File: src/rtl/tile_cmd_issuer_if.sv
// Bundle of the job request, the 64-bit command channel and the completion return.
// The master side is the issuer; the slave side is the host/command consumer.
interface tile_cmd_issuer_if #(
    parameter int ADDR_WIDTH = 10,
    parameter int DIM_WIDTH  = 12
);
    logic                  job_valid;
    logic                  job_ready;
    logic [ADDR_WIDTH-1:0] job_base_a;
    logic [ADDR_WIDTH-1:0] job_base_b;
    logic [ADDR_WIDTH-1:0] job_base_c;
    logic [ADDR_WIDTH-1:0] job_base_d;
    logic [DIM_WIDTH-1:0]  job_m;
    logic [DIM_WIDTH-1:0]  job_k;
    logic [DIM_WIDTH-1:0]  job_n;
    logic                  cmd_valid;
    logic [63:0]           cmd_data;
    logic                  cmd_ready;
    logic                  done_irq;
    logic                  job_busy;
    logic                  job_done;
    logic                  job_err;

    modport master (
        input  job_valid, job_base_a, job_base_b, job_base_c, job_base_d,
        input  job_m, job_k, job_n, cmd_ready, done_irq,
        output job_ready, cmd_valid, cmd_data, job_busy, job_done, job_err
    );

    modport slave (
        output job_valid, job_base_a, job_base_b, job_base_c, job_base_d,
        output job_m, job_k, job_n, cmd_ready, done_irq,
        input  job_ready, cmd_valid, cmd_data, job_busy, job_done, job_err
    );
endinterface

File: src/rtl/tile_cmd_issuer.sv
// Splits one GEMM job into WxW tile commands with credit tracking on done_irq.
// Optional K-chaining across passes is enabled by defining TILE_ISSUER_KCHAIN_EN.
module tile_cmd_issuer #(
    parameter int ADDR_WIDTH           = 10,
    parameter int SYSTOLIC_ARRAY_WIDTH = 16,
    parameter int DIM_WIDTH            = 12,
    parameter int MAX_OUTSTANDING      = 4
) (
    input  logic              clk,
    input  logic              rst,
    tile_cmd_issuer_if.master bus
);
    localparam int W  = SYSTOLIC_ARRAY_WIDTH;
    localparam int OW = $clog2(MAX_OUTSTANDING + 1);

    typedef enum logic [2:0] {IDLE, CALC, WAIT, ISSUE, DRAIN} state_t;

    state_t                state;
    logic [ADDR_WIDTH-1:0] base_a, base_b, base_c, base_d;
    logic [DIM_WIDTH-1:0]  dim_m, dim_k, dim_n;
    logic [DIM_WIDTH-1:0]  mt_total, kt_total, nt_total;
    logic [DIM_WIDTH-1:0]  mt, kt, nt;
    logic [OW-1:0]         outstanding, out_next;

    logic                  job_bad, handshake, credit_ret, stray, last_tile, must_wait;
    logic [ADDR_WIDTH-1:0] off_a, off_b, off_t;
    logic [ADDR_WIDTH-1:0] addr_a, addr_b, addr_c, addr_d;
    logic [31:0]           rem_m, rem_k, rem_n;
    logic [7:0]            len_m, len_k, len_n;

    function automatic logic [DIM_WIDTH-1:0] tiles(input logic [DIM_WIDTH-1:0] d);
        return DIM_WIDTH'((32'(d) + 32'(W - 1)) / 32'(W));
    endfunction

    always_comb begin
        job_bad = (bus.job_m == '0) || (bus.job_k == '0) || (bus.job_n == '0);
`ifndef TILE_ISSUER_KCHAIN_EN
        if (32'(bus.job_k) > 32'(W)) job_bad = 1'b1;
`endif
    end

    // Address offsets wrap modulo 2^ADDR_WIDTH, so truncating the products is exact.
    always_comb begin
        off_a  = ADDR_WIDTH'((32'(mt) * 32'(kt_total) + 32'(kt)) * 32'(W));
        off_b  = ADDR_WIDTH'((32'(kt) * 32'(nt_total) + 32'(nt)) * 32'(W));
        off_t  = ADDR_WIDTH'((32'(mt) * 32'(nt_total) + 32'(nt)) * 32'(W));
        addr_a = base_a + off_a;
        addr_b = base_b + off_b;
        addr_d = base_d + off_t;
`ifdef TILE_ISSUER_KCHAIN_EN
        addr_c = (kt == '0) ? base_c + off_t : base_d + off_t;
`else
        addr_c = base_c + off_t;
`endif
        rem_m  = 32'(dim_m) - 32'(mt) * 32'(W);
        rem_k  = 32'(dim_k) - 32'(kt) * 32'(W);
        rem_n  = 32'(dim_n) - 32'(nt) * 32'(W);
        len_m  = (rem_m > 32'(W)) ? 8'(W) : rem_m[7:0];
        len_k  = (rem_k > 32'(W)) ? 8'(W) : rem_k[7:0];
        len_n  = (rem_n > 32'(W)) ? 8'(W) : rem_n[7:0];
    end

    assign handshake  = (state == ISSUE) && bus.cmd_valid && bus.cmd_ready;
    assign credit_ret = bus.done_irq && (outstanding != '0);
    assign stray      = bus.done_irq && (outstanding == '0);
    assign last_tile  = (kt == kt_total - DIM_WIDTH'(1)) &&
                        (mt == mt_total - DIM_WIDTH'(1)) &&
                        (nt == nt_total - DIM_WIDTH'(1));

    // A later K pass reads D as its accumulator, so its first tile waits for all writes.
    always_comb begin
        must_wait = (outstanding == OW'(MAX_OUTSTANDING));
`ifdef TILE_ISSUER_KCHAIN_EN
        if ((kt != '0) && (mt == '0) && (nt == '0) && (outstanding != '0))
            must_wait = 1'b1;
`endif
    end

    always_comb begin
        out_next = outstanding;
        if (handshake && !credit_ret)
            out_next = outstanding + OW'(1);
        else if (!handshake && credit_ret)
            out_next = outstanding - OW'(1);
    end

    always_ff @(posedge clk or posedge rst) begin
        if (rst) begin
            state         <= IDLE;
            bus.job_ready <= 1'b1;
            bus.job_busy  <= 1'b0;
            bus.job_done  <= 1'b0;
            bus.job_err   <= 1'b0;
            bus.cmd_valid <= 1'b0;
            bus.cmd_data  <= '0;
            outstanding   <= '0;
            base_a        <= '0;
            base_b        <= '0;
            base_c        <= '0;
            base_d        <= '0;
            dim_m         <= '0;
            dim_k         <= '0;
            dim_n         <= '0;
            mt_total      <= '0;
            kt_total      <= '0;
            nt_total      <= '0;
            mt            <= '0;
            kt            <= '0;
            nt            <= '0;
        end else begin
            bus.job_done <= 1'b0;
            bus.job_err  <= stray;
            outstanding  <= out_next;
            case (state)
                IDLE: begin
                    if (bus.job_valid && bus.job_ready) begin
                        base_a   <= bus.job_base_a;
                        base_b   <= bus.job_base_b;
                        base_c   <= bus.job_base_c;
                        base_d   <= bus.job_base_d;
                        dim_m    <= bus.job_m;
                        dim_k    <= bus.job_k;
                        dim_n    <= bus.job_n;
                        mt_total <= tiles(bus.job_m);
                        kt_total <= tiles(bus.job_k);
                        nt_total <= tiles(bus.job_n);
                        mt       <= '0;
                        kt       <= '0;
                        nt       <= '0;
                        if (job_bad) begin
                            bus.job_err <= 1'b1;
                        end else begin
                            state         <= CALC;
                            bus.job_ready <= 1'b0;
                            bus.job_busy  <= 1'b1;
                        end
                    end
                end
                CALC: begin
                    bus.cmd_data <= 64'({addr_d, addr_c, addr_b, addr_a, len_n, len_k, len_m});
                    if (must_wait) begin
                        state <= WAIT;
                    end else begin
                        state         <= ISSUE;
                        bus.cmd_valid <= 1'b1;
                    end
                end
                WAIT: begin
                    if (!must_wait) begin
                        state         <= ISSUE;
                        bus.cmd_valid <= 1'b1;
                    end
                end
                ISSUE: begin
                    if (bus.cmd_ready) begin
                        bus.cmd_valid <= 1'b0;
                        state         <= last_tile ? DRAIN : CALC;
                        // nt innermost, then mt, kt outermost
                        if (nt == nt_total - DIM_WIDTH'(1)) begin
                            nt <= '0;
                            if (mt == mt_total - DIM_WIDTH'(1)) begin
                                mt <= '0;
                                kt <= kt + DIM_WIDTH'(1);
                            end else begin
                                mt <= mt + DIM_WIDTH'(1);
                            end
                        end else begin
                            nt <= nt + DIM_WIDTH'(1);
                        end
                    end
                end
                DRAIN: begin
                    if (out_next == '0) begin
                        state         <= IDLE;
                        bus.job_done  <= 1'b1;
                        bus.job_ready <= 1'b1;
                        bus.job_busy  <= 1'b0;
                    end
                end
                default: state <= IDLE;
            endcase
        end
    end
endmodule

File: src/flat_wrapper.sv
// flat-port wrapper written by rule: the top's interface ports become plain ports
module tile_cmd_issuer_flat 
#(
    parameter int ADDR_WIDTH           = 10,
    parameter int SYSTOLIC_ARRAY_WIDTH = 16,
    parameter int DIM_WIDTH            = 12,
    parameter int MAX_OUTSTANDING      = 4
)
  (clk, rst, bus_job_valid, bus_job_base_a, bus_job_base_b, bus_job_base_c, bus_job_base_d, bus_job_m, bus_job_k, bus_job_n, bus_cmd_ready, bus_done_irq, bus_job_ready, bus_cmd_valid, bus_cmd_data, bus_job_busy, bus_job_done, bus_job_err);
  tile_cmd_issuer_if #(.ADDR_WIDTH(ADDR_WIDTH), .DIM_WIDTH(DIM_WIDTH)) bus_i ();
  input  logic clk;
  input  logic rst;
  input wire logic [$bits(bus_i.job_valid)-1:0] bus_job_valid;
  input wire logic [$bits(bus_i.job_base_a)-1:0] bus_job_base_a;
  input wire logic [$bits(bus_i.job_base_b)-1:0] bus_job_base_b;
  input wire logic [$bits(bus_i.job_base_c)-1:0] bus_job_base_c;
  input wire logic [$bits(bus_i.job_base_d)-1:0] bus_job_base_d;
  input wire logic [$bits(bus_i.job_m)-1:0] bus_job_m;
  input wire logic [$bits(bus_i.job_k)-1:0] bus_job_k;
  input wire logic [$bits(bus_i.job_n)-1:0] bus_job_n;
  input wire logic [$bits(bus_i.cmd_ready)-1:0] bus_cmd_ready;
  input wire logic [$bits(bus_i.done_irq)-1:0] bus_done_irq;
  output wire logic [$bits(bus_i.job_ready)-1:0] bus_job_ready;
  output wire logic [$bits(bus_i.cmd_valid)-1:0] bus_cmd_valid;
  output wire logic [$bits(bus_i.cmd_data)-1:0] bus_cmd_data;
  output wire logic [$bits(bus_i.job_busy)-1:0] bus_job_busy;
  output wire logic [$bits(bus_i.job_done)-1:0] bus_job_done;
  output wire logic [$bits(bus_i.job_err)-1:0] bus_job_err;
  assign bus_i.job_valid = bus_job_valid;
  assign bus_i.job_base_a = bus_job_base_a;
  assign bus_i.job_base_b = bus_job_base_b;
  assign bus_i.job_base_c = bus_job_base_c;
  assign bus_i.job_base_d = bus_job_base_d;
  assign bus_i.job_m = bus_job_m;
  assign bus_i.job_k = bus_job_k;
  assign bus_i.job_n = bus_job_n;
  assign bus_i.cmd_ready = bus_cmd_ready;
  assign bus_i.done_irq = bus_done_irq;
  assign bus_job_ready = bus_i.job_ready;
  assign bus_cmd_valid = bus_i.cmd_valid;
  assign bus_cmd_data = bus_i.cmd_data;
  assign bus_job_busy = bus_i.job_busy;
  assign bus_job_done = bus_i.job_done;
  assign bus_job_err = bus_i.job_err;
  tile_cmd_issuer #(.ADDR_WIDTH(ADDR_WIDTH), .SYSTOLIC_ARRAY_WIDTH(SYSTOLIC_ARRAY_WIDTH), .DIM_WIDTH(DIM_WIDTH), .MAX_OUTSTANDING(MAX_OUTSTANDING)) u_core (.clk(clk), .rst(rst), .bus(bus_i));
endmodule
File: config.mk
export PLATFORM = sky130hd
export DESIGN_NAME = tile_cmd_issuer_flat
export DESIGN_NICKNAME = d
export VERILOG_FILES = /design/src/rtl/tile_cmd_issuer_if.sv /design/src/rtl/tile_cmd_issuer.sv /design/src/flat_wrapper.sv
export SDC_FILE = /design/constraint.sdc
export NUM_CORES = 1
export LEC_CHECK = 0
export CELL_PAD_IN_SITES_DETAIL_PLACEMENT = 0
export CELL_PAD_IN_SITES_GLOBAL_PLACEMENT = 1
export CORE_ASPECT_RATIO = 0.7
export CORE_MARGIN = 2
export CORE_UTILIZATION = 44
export CTS_BUF_LIST = sky130_fd_sc_hd__clkbuf_8 sky130_fd_sc_hd__clkbuf_16
export DETAILED_ROUTE_END_ITERATION = 16
export PLACE_DENSITY = 0.86
export SLEW_MARGIN = 20
export SYNTH_ARGS = -nofsm -noshare
export SYNTH_HDL_FRONTEND = slang
export SYNTH_SLANG_ARGS = --single-unit
File: constraint.sdc
create_clock -name clk -period 9.7 [get_ports clk]
set_clock_uncertainty 0.2 [all_clocks]
set_input_delay 2.91 -clock clk [delete_from_list [all_inputs] [get_ports clk]]
set_output_delay 2.91 -clock clk [all_outputs]
set_load 0.02 [all_outputs]
# Word level (Yosys, flattened, before mapping)
# Cells that the tools add are included.
# classes
n_addsub	21
multipliers	3
magnitude_cmp	4
eq_ne	16
n_mux	42
n_reduce_logical	31
# op_table
cell	n
2-to-1 mux 12 bit	9
> comparator 32 x 5 -> 1 bit, second input constant	3
one-hot mux 12 bit (2 select lines)	3
subtractor 12 x 16 -> 17 bit	3
adder 10 bit	4
adder 12 x 4 -> 13 bit, second input constant	3
adder 12 x 1 -> 12 bit, second input constant	3
== test 12 bit	3
zero test 12 bit	3
multiplier 12 x 12 -> 6 bit	3
subtractor 12 x 1 -> 12 bit, second input constant	3
2-to-1 mux 3 bit	8
2-to-1 mux 8 bit	3
adder 6 bit	3
2-to-1 mux 1 bit	15
one-hot mux 3 bit (5 select lines)	1
> comparator 12 x 5 -> 1 bit, second input constant	1
inequality test 2 bit, second input constant	6
AND reduction 5 bit	2
logical AND 1 bit	9
zero test 3 bit	3
AND reduction 4 bit	2
== test 3 x 2 -> 1 bit, second input constant	2
== test 3 bit, second input constant	2
other kinds (12)	20
# word_totals
register_bits	223
input_bits	81
output_inout_bits	69
wordCells	138

# Longest topological paths before layout
# logic_depth
ltp_word	10
depth_mapped	17
ltp_nobuf	15

# Least setup slack after synthesis
# Ideal clock, no wire load.
# synth_timing
kind	input -> register
start	input port bus_job_k[3]
end	register u_core.state[0]
setup_time_ns	0.078
arrival_time_ns	4.801
required_ns	9.422
slack_ns	4.621
path_stages	8
n_path_buf	0
path_cell_list	nor4_1 xnor2_1 or4b_2 o31ai_1 a21oi_1 a311oi_1 nor2_1 a21oi_1
# synth_via
elab_chain_len	6
elab_cells_between_ends	7
cone_classes	order compare (1); eq/ne (1); mux (1); reduce/logical (4)
# synth_rtl
item	line	text
start, declared	flat_wrapper.sv:19	input wire logic [$bits(bus_i.job_k)-1:0] bus_job_k;
parallel branches: the longest is 3 deep, another holds > comparator 12 x 5 -> 1 bit	n/a	
2-to-1 mux 1 bit (*)	tile_cmd_issuer.sv:38	if (32'(bus.job_k) > 32'(W)) job_bad = 1'b1;
inequality test 2 bit (no source line) (*)	n/a	
AND reduction 5 bit (no source line) (*)	n/a	
end signal, assigned	tile_cmd_issuer.sv:157	state <= last_tile ? DRAIN : CALC;
end, declared	tile_cmd_issuer.sv:18	state_t state;
# Every way passes the cells marked *.
# A chain may end at the register's enable or synchronous reset.

# Final worst setup path
# layout_timing
start	input port bus_job_valid
end	register u_core.kt[9]
# layout_via
elab_chain_len	3
# layout_rtl
item	line	text
start, declared	flat_wrapper.sv:13	input wire logic [$bits(bus_i.job_valid)-1:0] bus_job_valid;
logical AND 1 bit	tile_cmd_issuer.sv:116	if (bus.job_valid && bus.job_ready) begin
inequality test 2 x 1 -> 1 bit (no source line)	n/a	
AND reduction 5 bit (no source line)	n/a	
end signal, assigned	tile_cmd_issuer.sv:163	kt <= kt + DIM_WIDTH'(1);
end, declared	tile_cmd_issuer.sv:22	logic [DIM_WIDTH-1:0] mt, kt, nt;
# Every way passes these cells.

==> reports/metrics.yaml <==
syn_avg_cell_area_um2: 8.76
worst-slew-pin-transition_ns: 0.961
port_buffers: 149
synth_area_leader_cell: "sky130_fd_sc_hd__dfrtp_1"
hold_class: "flip-flop to flip-flop"
detail-route-antenna-nets: 0
design.die.area_um2: 31800
criticalPathCategory: "input pin to flip-flop"
synth_cells: 1526
worst_ep_required_time_ns: 9.95
outcome: "finished, final reports clean"
syn2layout_area_growth_pct: 19.5
die_height_um: 150
overflow: 0
startpoint: "bus_job_valid"
die_width_um: 212
power_per_cell_area_nw_per_um2: 173
synth_area_leaders: "sky130_fd_sc_hd__dfrtp_1 40%, sky130_fd_sc_hd__nand2_1 11%, sky130_fd_sc_hd__ha_1 8.6%, sky130_fd_sc_hd__xnor2_1 5.8%, sky130_fd_sc_hd__fa_1 4.2%"
netlist.area_leader.share_pct: 39.9
detailedPlace.worstSlack_ns: 3.90
synth.ff_latch_count: 214
worst-r2r-cell-count: 15
slew-limit-headroom_pct: 35.3
met1_usage_pct: 33.1
ys_types: 70
final_net_count: 1841
worst-path-max-fanout: 55
grtUsageTotal_pct: 22.3
globalRouteMet2Util_pct: 33.8
std_cell_rows: 53
cts-root-to-sink-buffers: 3
detailed_place_hpwl_mm: 25.3
unrepaired_setup_endpoints_after_global_routing: "no"
cp_data_arrival_time_ns: 5.53
clk_transition_reported_paths_ns: 0.06
synth-async-reset-ratio_pct: 100
max_capacitance_violation_count: 0
fin_crit_ns: 5.28
gr-usage-met3_pct: 4.68
worst_hold_slack_ns: 0.265
post-synth-top-count-cell: "sky130_fd_sc_hd__nand2_1"
io_pins: 150
finalSetupViolations: 0
gp_routability_congestion: 0.859
dr.pass1.iters: 7
cell_total_after_placement: 2027
power.ir.vdd_worst_uv: 98.1
syn_nets: 1727
synth_edf_count: 0
h-tree-depth: 1
warnings_synthesis: 0
leakage_nw: 7.35
crit_path_end: "u_core.kt[9]"
crit-reg2reg-capture: "u_core.bus.cmd_data[53]"
post_cts_buffers: 0
fmaxAchievable_mhz: 190
via_per_inst: 5.33
cts_num_sinks: 214
layout_worst_path_cycle_share_pct: 54.4
grt_max_degree: 137
grt_first_pass_wirelength_mm: 56.2
final_layout_size_suffix_gt1_share_pct: 3.86
fin_tns_setup_ns: 0
cts_tree: "done"
routedWlPerCell_um: 16.8
detailedRoute.firstIterationViolations: 887
cp-end-kind: "flip-flop"
grt_pass1_vias: 10600
reg_to_reg_setup_timing_slack_ns: 4.66
tritoncts.num_buffers: 23
postCtsHoldBufs: 0
syn-cell-area_um2: 13400
antenna_found_initial: 1
slew_viol_final: 0
dominant_register_cell_in_the_synthesized_netlist: "sky130_fd_sc_hd__dfrtp_1"
globalRoute.busiestLayer: "met2"
crit_path_start_kind: "input pin"
clock_tree.root_cell: "sky130_fd_sc_hd__clkbuf_16"
report.power.total_mw: 2.77
finalHoldViolCount: 0
sequential_cell_area_fraction_in_the_yosys_report_pct: 40.1
initial_core_utilization_pct: 44.6
vias_after_detailed_routing: 11000
drt_drc_violations_left: 0
final_cells: 2070
source_to_sink_clock_delay_at_the_later_pin_of_the_worst_skew_pair_ns: 0.55
coreArea_um2: 30000
ys_top_cells_by_count: "394 x sky130_fd_sc_hd__nand2_1, 213 x sky130_fd_sc_hd__dfrtp_1, 103 x sky130_fd_sc_hd__o21ai_0"
routed_wirelength_mm: 34.8
reg2reg_from: "u_core.nt_total[0]"
cts.repair.resized: 0
fin_ws_ns: 4.42
-- cells by family after synthesis --
logic type | share of synthesized area [%]
adders and majority gates | 12.8
xor gates and xnor gates | 8.52
DFF | 40.1
and+or+nand+nor | 22.6
buffers and inverters | 4.36
AOI/OAI and AO/OA | 11.5
muxes | 0.150
-- sequential cells by signal (all words and copies together) (netlist names), 10 cells and up --
register             flops
u_core.bus.cmd_data     64
u_core.mt               12
u_core.dim_n            12
u_core.base_d           10
u_core.base_c           10
u_core.dim_k            12
u_core.dim_m            12
u_core.base_a           10
u_core.nt               12
u_core.kt               12
u_core.base_b           10
-- worst max-delay path: stages --
cell,delay [ns]
sky130_fd_sc_hd__clkdlybuf4s50_1,0.48
sky130_fd_sc_hd__nand2_1,0.10
sky130_fd_sc_hd__or4_4,0.70
sky130_fd_sc_hd__o31ai_4,0.12
sky130_fd_sc_hd__buf_4,0.30
sky130_fd_sc_hd__nand2_2,0.20
sky130_fd_sc_hd__or4_1,0.54
sky130_fd_sc_hd__a21oi_1,0.15
-- layout by cell type (no fill, tap or decap), types with 6 or more instances in the layout --
master	Yosys	layout
sky130_fd_sc_hd__o21ai_0	103	103
sky130_fd_sc_hd__buf_4	0	7
sky130_fd_sc_hd__clkbuf_8	0	7
sky130_fd_sc_hd__and2_1	38	38
sky130_fd_sc_hd__a21oi_1	45	45
sky130_fd_sc_hd__nor3_1	23	23
sky130_fd_sc_hd__nor3b_1	6	6
sky130_fd_sc_hd__nand2b_1	8	8
sky130_fd_sc_hd__inv_1	85	91
sky130_fd_sc_hd__o31ai_1	9	9
sky130_fd_sc_hd__nand4_1	14	14
sky130_fd_sc_hd__or3_1	8	8
sky130_fd_sc_hd__xnor2_1	89	89
sky130_fd_sc_hd__xor2_1	41	41
sky130_fd_sc_hd__a22o_1	8	8
sky130_fd_sc_hd__clkdlybuf4s50_1	0	149
sky130_fd_sc_hd__nand3_1	31	31
sky130_fd_sc_hd__a21o_1	14	14
sky130_fd_sc_hd__or4_1	13	12
sky130_fd_sc_hd__nand2_1	394	393
sky130_fd_sc_hd__o211ai_1	9	9
sky130_fd_sc_hd__nor2b_1	17	17
sky130_fd_sc_hd__ha_1	92	92
sky130_fd_sc_hd__dfrtp_1	213	213
sky130_fd_sc_hd__nor2_1	60	60
sky130_fd_sc_hd__o2111ai_1	6	6
sky130_fd_sc_hd__clkbuf_16	0	23
sky130_fd_sc_hd__fa_1	28	28
sky130_fd_sc_hd__nor4_1	19	18
-- stage by stage --
| stage | instance area (um2) | utilization [%] |
|---|---|---|
| final | 16000 | 53.3 |
| after global routing | 16000 | 53.3 |
| after CTS | 16000 | 53.2 |
| after detailed placement | 15200 | 50.7 |
| after global placement | 15200 | 50.7 |
| after floorplan | 13400 | - |
-- power by group --
part	internal (mW)	leakage (nW)	total, mW	switching [mW]
sequential	0.965	2.82	1.05	0.0892
clock	0.515	0.407	0.892	0.377
combinational	0.338	4.12	0.821	0.484
-- area by class of cell --
type                       instances  area, um2
antenna                            1       2.50
timing repair buffer             157       1560
tap                              412        515
inverter                          86        330
clock inverter                    12       95.1
clock buffer                      30        672
multi-input combinational       1158       7450
fill                            2831      14000
sequential                       214       5360
-- per-layer routing --
layer  part of all wire, %  vias up  wire length (um)
met5                     0        -                 0
met4                   1.5        0               506
met3                   6.4       42              2230
met2                    44      284             15200
met1                    48     5334             16900
li1                      -     5365                 -
-- how the worst min path moves through the flow --
stage | startpoint | to | slack [ns] | cells past startpoint
3_3_place_gp | u_core.base_a[0] | u_core.bus.cmd_data[24] | 0.25 | 2
5_1_grt | u_core.base_c[2] | u_core.base_c[2] | 0.29 | 2
3_5_place_dp | u_core.base_a[0] | u_core.bus.cmd_data[24] | 0.25 | 2
4_1_cts | u_core.base_a[0] | u_core.bus.cmd_data[24] | 0.27 | 2
2_1_floorplan | u_core.base_a[0] | u_core.bus.cmd_data[24] | 0.24 | 2
6_report | u_core.base_b[2] | u_core.bus.cmd_data[36] | 0.27 | 2
Note: power is estimated with default switching activity, not from simulation.
